### src/rtl/bcd_pkg.sv
// bcd_pkg: shared state encoding, BCD constants and digit check for the BCD datapath
package bcd_pkg;
   typedef enum logic [1:0] {S_IDLE, S_SUB, S_COMP, S_DONE} state_t;
   localparam logic [3:0] BCD_MAX   = 4'd9;
   localparam logic [3:0] BCD_RADIX = 4'd10;
   function automatic logic digit_ok(input logic [3:0] d);
      return d <= BCD_MAX;
   endfunction
endpackage

### src/rtl/bcd_serial_sub_if.sv
// bcd_serial_sub_if: start/busy/done handshake plus operand and result buses
interface bcd_serial_sub_if #(parameter int DIGITS = 4);
   logic                start;
   logic [4*DIGITS-1:0] a;
   logic [4*DIGITS-1:0] b;
   logic                busy;
   logic                done;
   logic [4*DIGITS-1:0] diff;
   logic                neg;
   logic                invalid;
   modport master(output start, a, b, input busy, done, diff, neg, invalid);
   modport slave(input start, a, b, output busy, done, diff, neg, invalid);
endinterface

### src/rtl/bcd_digit_sub.sv
// bcd_digit_sub: one BCD digit x - y - bin, result folded back into 0..9 with borrow out
module bcd_digit_sub
   import bcd_pkg::*;
(
   input  logic [3:0] x_i,
   input  logic [3:0] y_i,
   input  logic       bin_i,
   output logic [3:0] d_o,
   output logic       bout_o
);
   logic [4:0] t;
   assign t      = {1'b0, x_i} - {1'b0, y_i} - {4'd0, bin_i};
   assign bout_o = t[4];
   assign d_o    = t[4] ? t[3:0] + BCD_RADIX : t[3:0];
endmodule

### src/rtl/bcd_serial_sub.sv
// bcd_serial_sub: digit-serial packed-BCD |a-b| with sign, ten's-complement fixup pass when a<b
module bcd_serial_sub
   import bcd_pkg::*;
#(
   parameter int DIGITS = 4
) (
   input logic clk,
   input logic rst,
   bcd_serial_sub_if.slave bus
);
   localparam int W  = 4 * DIGITS;
   localparam int IW = DIGITS > 1 ? $clog2(DIGITS) : 1;
   localparam logic [IW-1:0] LAST = IW'(DIGITS - 1);
   state_t        state_q;
   logic [W-1:0]  a_q, b_q, diff_q;
   logic [IW-1:0] idx_q;
   logic          borrow_q, neg_q, invalid_q, done_q, bad;
   logic [3:0]    x, y, d;
   logic          bout;
   // flag any non-BCD digit on the operands being accepted
   always_comb begin
      bad = 1'b0;
      for (int i = 0; i < DIGITS; i++)
         if (!digit_ok(bus.a[4*i +: 4]) || !digit_ok(bus.b[4*i +: 4])) bad = 1'b1;
   end
   // SUB works on the latched operands; COMP negates the partial result (0 - diff)
   assign x = state_q == S_SUB ? a_q[4*idx_q +: 4] : 4'd0;
   assign y = state_q == S_SUB ? b_q[4*idx_q +: 4] : diff_q[4*idx_q +: 4];
   bcd_digit_sub u_dig (.x_i(x), .y_i(y), .bin_i(borrow_q), .d_o(d), .bout_o(bout));
   assign bus.busy    = state_q != S_IDLE;
   assign bus.done    = done_q;
   assign bus.diff    = diff_q;
   assign bus.neg     = neg_q;
   assign bus.invalid = invalid_q;
   // control FSM and result registers; done is raised on entry to DONE
   always_ff @(posedge clk or posedge rst) begin
      if (rst) begin
         state_q   <= S_IDLE;
         a_q       <= '0;
         b_q       <= '0;
         diff_q    <= '0;
         idx_q     <= '0;
         borrow_q  <= 1'b0;
         neg_q     <= 1'b0;
         invalid_q <= 1'b0;
         done_q    <= 1'b0;
      end else begin
         done_q <= 1'b0;
         case (state_q)
            S_IDLE: if (bus.start) begin
               a_q       <= bus.a;
               b_q       <= bus.b;
               diff_q    <= '0;
               idx_q     <= '0;
               borrow_q  <= 1'b0;
               neg_q     <= 1'b0;
               invalid_q <= bad;
               done_q    <= bad;
               state_q   <= bad ? S_DONE : S_SUB;
            end
            S_SUB, S_COMP: begin
               diff_q[4*idx_q +: 4] <= d;
               borrow_q             <= bout;
               idx_q                <= idx_q + 1'b1;
               if (idx_q == LAST) begin
                  idx_q    <= '0;
                  borrow_q <= 1'b0;
                  if (state_q == S_SUB && bout) begin
                     state_q <= S_COMP;
                     neg_q   <= 1'b1;
                  end else begin
                     state_q <= S_DONE;
                     done_q  <= 1'b1;
                  end
               end
            end
            default: state_q <= S_IDLE;
         endcase
      end
   end
endmodule

### src/flat_wrapper.sv
// flat-port wrapper written by rule: the top's interface ports become plain ports
module bcd_serial_sub_flat import bcd_pkg::*;
#(
   parameter int DIGITS = 4
)
  (clk, rst, bus_start, bus_a, bus_b, bus_busy, bus_done, bus_diff, bus_neg, bus_invalid);
  bcd_serial_sub_if #(.DIGITS(DIGITS)) bus_i ();
  input logic clk;
  input logic rst;
  input wire logic [$bits(bus_i.start)-1:0] bus_start;
  input wire logic [$bits(bus_i.a)-1:0] bus_a;
  input wire logic [$bits(bus_i.b)-1:0] bus_b;
  output wire logic [$bits(bus_i.busy)-1:0] bus_busy;
  output wire logic [$bits(bus_i.done)-1:0] bus_done;
  output wire logic [$bits(bus_i.diff)-1:0] bus_diff;
  output wire logic [$bits(bus_i.neg)-1:0] bus_neg;
  output wire logic [$bits(bus_i.invalid)-1:0] bus_invalid;
  assign bus_i.start = bus_start;
  assign bus_i.a = bus_a;
  assign bus_i.b = bus_b;
  assign bus_busy = bus_i.busy;
  assign bus_done = bus_i.done;
  assign bus_diff = bus_i.diff;
  assign bus_neg = bus_i.neg;
  assign bus_invalid = bus_i.invalid;
  bcd_serial_sub #(.DIGITS(DIGITS)) u_core (.clk(clk), .rst(rst), .bus(bus_i));
endmodule
### config.mk
export PLATFORM = sky130hd
export DESIGN_NAME = bcd_serial_sub_flat
export DESIGN_NICKNAME = d
export VERILOG_FILES = /design/src/rtl/bcd_pkg.sv /design/src/rtl/bcd_serial_sub_if.sv /design/src/rtl/bcd_digit_sub.sv /design/src/rtl/bcd_serial_sub.sv /design/src/flat_wrapper.sv
export SDC_FILE = /design/constraint.sdc
export NUM_CORES = 1
export LEC_CHECK = 0
export BUFFER_PORTS_ARGS = -buffer_cell sky130_fd_sc_hd__buf_4
export CORE_MARGIN = 5
export CORE_UTILIZATION = 50
export DETAILED_ROUTE_END_ITERATION = 6
export HOLD_SLACK_MARGIN = 0.03
export PLACE_DENSITY = 0.81
export SLEW_MARGIN = 0
export SYNTH_ARGS = -nofsm -noshare
export SYNTH_HDL_FRONTEND = slang
export SYNTH_HIERARCHICAL = 1
export SYNTH_SLANG_ARGS = --single-unit
### constraint.sdc
create_clock -name clk -period 3.6 [get_ports clk]
set_clock_uncertainty 0.15 [all_clocks]
set_input_delay 1.08 -clock clk [delete_from_list [all_inputs] [get_ports clk]]
set_output_delay 1.08 -clock clk [all_outputs]
set_load 0.01 [all_outputs]
== After elaboration in Yosys (flattened, before gate mapping) ==
Index checks and enable logic that the tools add are counted.

* Register bits: 56
* Bits in latches: 0
* RAM bits: 0
* Memory bits (read-only): 0
* Input bits: 35
* Output and inout bits: 20
* Logic and storage cells: 82
* Memories: 0

* Add/sub/neg operators: 5
* $mul: 0
* Divide/modulo/power cells: 0
* $lt $le $gt $ge: 8
* Equal/unequal tests: 6
* Shift operators: 5
* Mux-type cells: 28
* Bitwise gates (word level): 0
* Reduce and logical (&&, ||, !) cells: 21

{| class="wikitable"
|+ Operator list
! cell !! count
|-
| 16-bit by 5-bit indexed part select with 4-bit output || 3
|-
| 4-bit negator with 34-bit output || 1
|-
| 4-bit by 34-bit variable shift with 16-bit output, first input constant || 1
|-
| 4-bit by 34-bit indexed part select with 16-bit output || 1
|-
| 4-bit less-or-equal comparator, second input constant || 8
|-
| 16-bit one-hot mux with 2 select lines || 1
|-
| 16-bit bitwise mux || 1
|-
| 16-bit two-way mux || 1
|-
| 1-bit two-way mux || 12
|-
| 4-bit two-way mux || 3
|-
| 2-bit two-way mux || 5
|-
| 1-bit zero test || 8
|-
| 2-bit one-hot mux with 2 select lines || 2
|-
| 1-bit one-hot mux with 2 select lines || 3
|-
| 2-bit AND reduction || 3
|-
| 4-bit by 4-bit subtractor with 5-bit output || 1
|-
| 5-bit by 1-bit subtractor with 5-bit output || 1
|-
| 4-bit adder, second input constant || 1
|-
| 2-bit == test, second input constant || 2
|-
| 1-bit logical OR || 4
|-
| 2-bit by 1-bit != test with 1-bit output, second input constant || 2
|-
| 4-bit AND reduction || 1
|-
| 2-bit nonzero test || 2
|-
| 2-bit by 1-bit adder with 2-bit output, second input constant || 1
|-
| 5 further kinds || 5
|}

== Longest topological paths before layout ==
* Depth in word-level cells: 10
* Depth in mapped cells: 18
* Mapped depth without buffers: 16

== Modules after synthesis ==
Netlist, hierarchy kept.

{| class="wikitable"
|+ Modules (own cells, without submodules)
! module !! times used !! cells each !! area an instance (um2) !! sequential area each (um2)
|-
| bcd_serial_sub || 1 || 210 || 2819.0 || 1401.3
|-
| bcd_digit_sub || 1 || 32 || 274.0 || 0.0
|}

== Worst setup path before layout ==
Ideal clock, no wire load.

* Path kind: flip-flop to flip-flop
* Start point: reg u_core.idx_q[0]
* End point: reg u_core.diff_q[6] (netlist: u_core/bus.diff[6])
* Setup time: 0.121 ns
* Arrival: 3.184 ns
* Data required time: 3.329 ns
* Setup slack: 0.145 ns
* Cell stages (with the launch flop): 11
* Buffers on the path: 1
* Clock period less this slack: 3.455 ns
* Path through: dfrtp_1 > buf_6 > mux4_1 > and2_1 > fa_1 > fa_1 > nand2b_1 > a211o_1 > and2_4 > mux2_4 > a22o_1

* Word-level cells in the longest chain between the ends: 9
* Elaborated cells on any way between the ends: 14
* Those cells by class: 4 x add/sub; 5 x shift; 5 x mux

{| class="wikitable"
|+ Ends and longest elaborated chain
! item !! RTL line !! RTL
|-
| from (decl) || bcd_serial_sub.sv:16 || <nowiki>logic [IW-1:0] idx_q;</nowiki>
|-
| from (signal assigned) || bcd_serial_sub.sv:64 || <nowiki>idx_q <= idx_q + 1'b1;</nowiki>
|-
| 16-bit by 5-bit indexed part select with 4-bit output (*) || bcd_serial_sub.sv:27 || <nowiki>assign x = state_q == S_SUB ? a_q[4*idx_q +: 4] : 4'd0;</nowiki>
|-
| 4-bit two-way mux (*) || bcd_serial_sub.sv:27 ||
|-
| named net u_core.x[0] || bcd_serial_sub.sv:18 || <nowiki>logic [3:0] x, y, d;</nowiki>
|-
| 4-bit by 4-bit subtractor with 5-bit output (*) || bcd_digit_sub.sv:12 || <nowiki>assign t = {1'b0, x_i} - {1'b0, y_i} - {4'd0, bin_i};</nowiki>
|-
| 5-bit by 1-bit subtractor with 5-bit output (*) || bcd_digit_sub.sv:12 ||
|-
| 4-bit adder || bcd_digit_sub.sv:14 || <nowiki>assign d_o = t[4] ? t[3:0] + BCD_RADIX : t[3:0];</nowiki>
|-
| 4-bit two-way mux (*) || bcd_digit_sub.sv:14 ||
|-
| named net u_core.d[2] || bcd_serial_sub.sv:18 ||
|-
| 4-bit by 34-bit indexed part select with 16-bit output (*) || bcd_serial_sub.sv:62 || <nowiki>diff_q[4*idx_q +: 4] <= d;</nowiki>
|-
| 16-bit bitwise mux (*) || bcd_serial_sub.sv:62 ||
|-
| 16-bit one-hot mux with 2 select lines (*) || bcd_serial_sub.sv:49 || <nowiki>case (state_q)</nowiki>
|-
| to (signal assigned) || bcd_serial_sub.sv:41 || <nowiki>diff_q <= '0;</nowiki>
|-
| to (signal assigned) || bcd_serial_sub.sv:53 || <nowiki>diff_q <= '0;</nowiki>
|-
| to (signal, indexed assignment) || bcd_serial_sub.sv:62 ||
|-
| to (decl) || bcd_serial_sub.sv:15 || <nowiki>logic [W-1:0] a_q, b_q, diff_q;</nowiki>
|}

The timed path passes the listed nets; every way through them passes the cells marked *.
A chain may end at the register's enable or synchronous reset.

== Worst setup path in the final report ==
* Start point: reg u_core.idx_q[0]
* End point: reg u_core.diff_q[5] (netlist: u_core/bus.diff[5])

* Word-level cells in the longest chain between the ends: 9
* Elaborated cells on any way between the ends: 14
* Those cells by class: 4 x add/sub; 5 x shift; 5 x mux

{| class="wikitable"
|+ Ends and longest elaborated chain
! item !! RTL line !! RTL
|-
| 16-bit by 5-bit indexed part select with 4-bit output || bcd_serial_sub.sv:28 || <nowiki>assign y = state_q == S_SUB ? b_q[4*idx_q +: 4] : diff_q[4*idx_q +: 4];</nowiki>
|-
| 4-bit two-way mux (*) || bcd_serial_sub.sv:28 ||
|-
| named net u_core.y[0] || bcd_serial_sub.sv:18 ||
|-
| 4-bit by 4-bit subtractor with 5-bit output (*) || bcd_digit_sub.sv:12 ||
|-
| 5-bit by 1-bit subtractor with 5-bit output (*) || bcd_digit_sub.sv:12 ||
|-
| 4-bit adder || bcd_digit_sub.sv:14 ||
|-
| 4-bit two-way mux (*) || bcd_digit_sub.sv:14 ||
|-
| named net u_core.d[1] || bcd_serial_sub.sv:18 ||
|-
| 4-bit by 34-bit indexed part select with 16-bit output (*) || bcd_serial_sub.sv:62 ||
|-
| 16-bit bitwise mux (*) || bcd_serial_sub.sv:62 ||
|-
| 16-bit one-hot mux with 2 select lines (*) || bcd_serial_sub.sv:49 ||
|}

Marked as above.

==> impl_metrics.env <==
export IMPL_yosys_register_bits=56
export IMPL_finished_layout_cell_area_um2=3702
export IMPL_finalNetCount=354
export IMPL_cts_max_level=2
export IMPL_cp_depth=13
export IMPL_synth_enable_flop_cells=0
export IMPL_min_to="u_core/a_q[2]$_DFFE_PP0P_"
export IMPL_r2r_start="u_core/idx_q[0]$_DFFE_PP0P_"
export IMPL_vias=2190
export IMPL_setup_viol_count_final=0
export IMPL_critPathKind="flop to flop"
export IMPL_detailedRoute_firstIterationViolations=145
export IMPL_syn_num_nets=293
export IMPL_clk_pin_slew_worst_paths_ps=100
export IMPL_post_synth_top_area_cell="sky130_fd_sc_hd__dfrtp_1"
export IMPL_layout_drive_gt1_share=0.3816
export IMPL_r2r_end="u_core/bus.diff[5]$_DFFE_PP0P_"
export IMPL_report_final_hold_viol_count=0
export IMPL_mappedNetlistArea_um2=3093
export IMPL_initial_core_util=0.5193
export IMPL_syn_instance_count=242
export IMPL_worst_r2r_cell_count=13
export IMPL_synth_yosys_seq_area_share=0.4531
export IMPL_netlist_cell_type_count=39
export IMPL_worst_ep_required_time_ps=3690
export IMPL_area_growth_syn_to_layout_pct=19.70
export IMPL_critical_path_arrival_ps=3540
export IMPL_path_cells="buf_4 > buf_12 > mux4_1 > nand2_1 > nand2_1 > inv_1 > fa_2 > fa_2 > nand2b_4 > a211o_1 > and2_4 > xnor2_1 > a22o_1"
export IMPL_congestion_overflow_gr=0
export IMPL_critical_path_max_stage_delay_ps=400
export IMPL_floorplan_io_pins=55
export IMPL_grt_pass1_wl_um=11830
export IMPL_whs_ps=354.4
export IMPL_timing_critical_path_fanout_max=17
export IMPL_yosysWarningCount=6
export IMPL_tritoncts_num_buffers=5
export IMPL_clk_insertion_delay_late_ps=310
export IMPL_cellPowerDensity_nw_per_um2=1064
export IMPL_cts_hold_fix_buffers=0
export IMPL_ys_async_sr_fraction=1.000
export IMPL_layout_commonest_cell="sky130_fd_sc_hd__buf_4"
export IMPL_finalWorstPathRequiredPeriod_ps=3448
export IMPL_drc=0
export IMPL_detail_route_wirelength_um=7186
export IMPL_floorplan_die_height_um=88.65
export IMPL_drt_met1_wl_um=2912
export IMPL_startpoint_type="flop"
export IMPL_worstPathBufferInverterCount=3
export IMPL_clock_tree_from_tritoncts="built"
export IMPL_final_critical_path_setup_slack_ps=152.5
export IMPL_row_count=28
export IMPL_antenna_violations_before_repair=0
export IMPL_grt_total_usage=0.1977
export IMPL_cell_count_of_the_worst_hold_path=1
export IMPL_number_of_global_route_vias_before_repair=2346
export IMPL_dr_wl_met2_um=3755
export IMPL_most_common_layout_cells="62 x sky130_fd_sc_hd__buf_4, 56 x sky130_fd_sc_hd__dfrtp_1, 32 x sky130_fd_sc_hd__mux2_2"
export IMPL_die_x_um=88.65
export IMPL_synth_area_per_cell_um2=12.78
export IMPL_detail_route_vias_per_cell=5.778
export IMPL_synth_top_cell_area_share=0.4531
export IMPL_detailedPlace_worstSlack_ps=-20.95
export IMPL_synthTopCellsByArea="sky130_fd_sc_hd__dfrtp_1 45%, sky130_fd_sc_hd__mux2_2 12%, sky130_fd_sc_hd__mux4_1 9.3%"
export IMPL_critical_path_slowest_cell="sky130_fd_sc_hd__dfrtp_1"
export IMPL_floorplan_core_area_um2=5956
export IMPL_rrSetupSlack_ps=150
export IMPL_timing_worst_slew_pin_value_ps=830.4
export IMPL_placement_io_buffers=54
export IMPL_worstHoldStart="u_core/a_q[2]$_DFFE_PP0P_"
export IMPL_post_layout_total_power_mw=3.938
export IMPL_antenna_left=0
export IMPL_synth_ff_type="sky130_fd_sc_hd__dfrtp_1"
export IMPL_hpwl_um=5467
export IMPL_dr_wl_met3_um=412
export IMPL_max_cap_violations=0
export IMPL_cts_max_path_buffers=2
export IMPL_globalplace_congestion=0.8554
export IMPL_crit_end_category="flop"
export IMPL_highest_metal_layer_with_signal_wires="met4"
export IMPL_clockRootBuffer="sky130_fd_sc_hd__clkbuf_8"
export IMPL_post_route_period_util=0.9576
export IMPL_max_slew_margin_rel=0.4444
export IMPL_n_antenna_cell=0
export IMPL_min_path_type="flop to flop"
export IMPL_status="completed"
export IMPL_first_pass_iters=4
export IMPL_utilization=0.6216
export IMPL_critical_path_top_delay_family="adder cells"
export IMPL_place_area_um2=3572
export IMPL_average_wire_per_cell_in_the_routed_design_um=18.96
export IMPL_design_die_area_um2=7859
export IMPL_grt_setup_unrepaired="false"
export IMPL_ir_drop_mv=0.6793
export IMPL_clock_sinks=56
export IMPL_grt_start_max_net_pins=57
export IMPL_finalMaxSlewViolations=0
export IMPL_max_freq_ghz=0.2901
export IMPL_static_leakage_power_nw=1.762
## metal layers
layer	vias to the layer above	global-route usage
met5	-	0
met3	10	0.03259
met1	1098	0.2597
met4	0	0.07143
li1	1007	-
met2	75	0.3306
## cells in the mapped netlist, types with 3 or more instances
library cell              number
sky130_fd_sc_hd__mux4_1       11
sky130_fd_sc_hd__buf_6         4
sky130_fd_sc_hd__buf_2         4
sky130_fd_sc_hd__nand4_1       4
sky130_fd_sc_hd__inv_1        18
sky130_fd_sc_hd__o21ai_1       3
sky130_fd_sc_hd__nor2_1        4
sky130_fd_sc_hd__ha_1         14
sky130_fd_sc_hd__dfrtp_1      56
sky130_fd_sc_hd__and2_1        5
sky130_fd_sc_hd__a21oi_1       3
sky130_fd_sc_hd__o21ai_0      14
sky130_fd_sc_hd__mux2_2       32
sky130_fd_sc_hd__a22o_1       16
sky130_fd_sc_hd__xnor2_1       3
sky130_fd_sc_hd__nand2_1      23
## per-stage QoR
step	cells	TNS (ps)
2_1_floorplan	242	0
5_1_grt	379	0
4_1_cts	379	0
6_report	379	0
3_5_place_dp	369	-21.17
3_3_place_gp	369	0
## logic make-up after synthesis
family          after synthesis  share of synthesized area
fa+ha+maj                    16                    0.06958
mux                          45                     0.2221
compound gates               44                    0.09830
xor+xnor                      5                    0.01416
simple gates                 49                    0.09345
buf+inv                      27                    0.04935
flops                        56                     0.4531
## repair_timing
item / 4_1_cts / 5_1_grt
pin swaps: 0 / 1
resized for setup: 0 / 5
setup endpoints to repair: 7 / 14
buffers inserted: 2 / 0
## report_power, final
part           internal (mW)  total [mW]  switching, mW  leakage (nW)
clock                  0.158       0.350          0.193        0.0455
combinational           1.26        2.56           1.31          1.02
sequential             0.881        1.03          0.145         0.700
total                   2.30        3.94           1.64          1.76
## flip-flops by register name, indices dropped and copies added (netlist names)
register,cells
u_core/bus.done,1
u_core/bus.neg,1
u_core/a_q,16
u_core/bus.invalid,1
u_core/idx_q,2
u_core/borrow_q,1
u_core/b_q,16
u_core/bus.diff,16
u_core/state_q,2
## worst max path at each step
stage               slack, ps                          start                        endpoint
CTS                        20  u_core/state_q[0]$_DFFE_PP0P_   u_core/state_q[0]$_DFFE_PP0P_
global route               30  u_core/state_q[1]$_DFFE_PP0P_   u_core/state_q[0]$_DFFE_PP0P_
floorplan                 140    u_core/idx_q[0]$_DFFE_PP0P_  u_core/bus.diff[6]$_DFFE_PP0P_
global placement          120  u_core/state_q[1]$_DFFE_PP0P_   u_core/state_q[0]$_DFFE_PP0P_
detailed placement        -20  u_core/state_q[1]$_DFFE_PP0P_   u_core/state_q[0]$_DFFE_PP0P_
finish                    150    u_core/idx_q[0]$_DFFE_PP0P_  u_core/bus.diff[5]$_DFFE_PP0P_
## cell type report
cell class	count	area, um2
Timing Repair Buffer	63	485.5
Clock buffer	8	90.09
Multi-Input combinational cell	159	1564
Tap cell	75	93.84
Inverter	18	67.56
Fill cell	497	2253
Sequential cell	56	1401
Power figures use the tool's default switching activity.
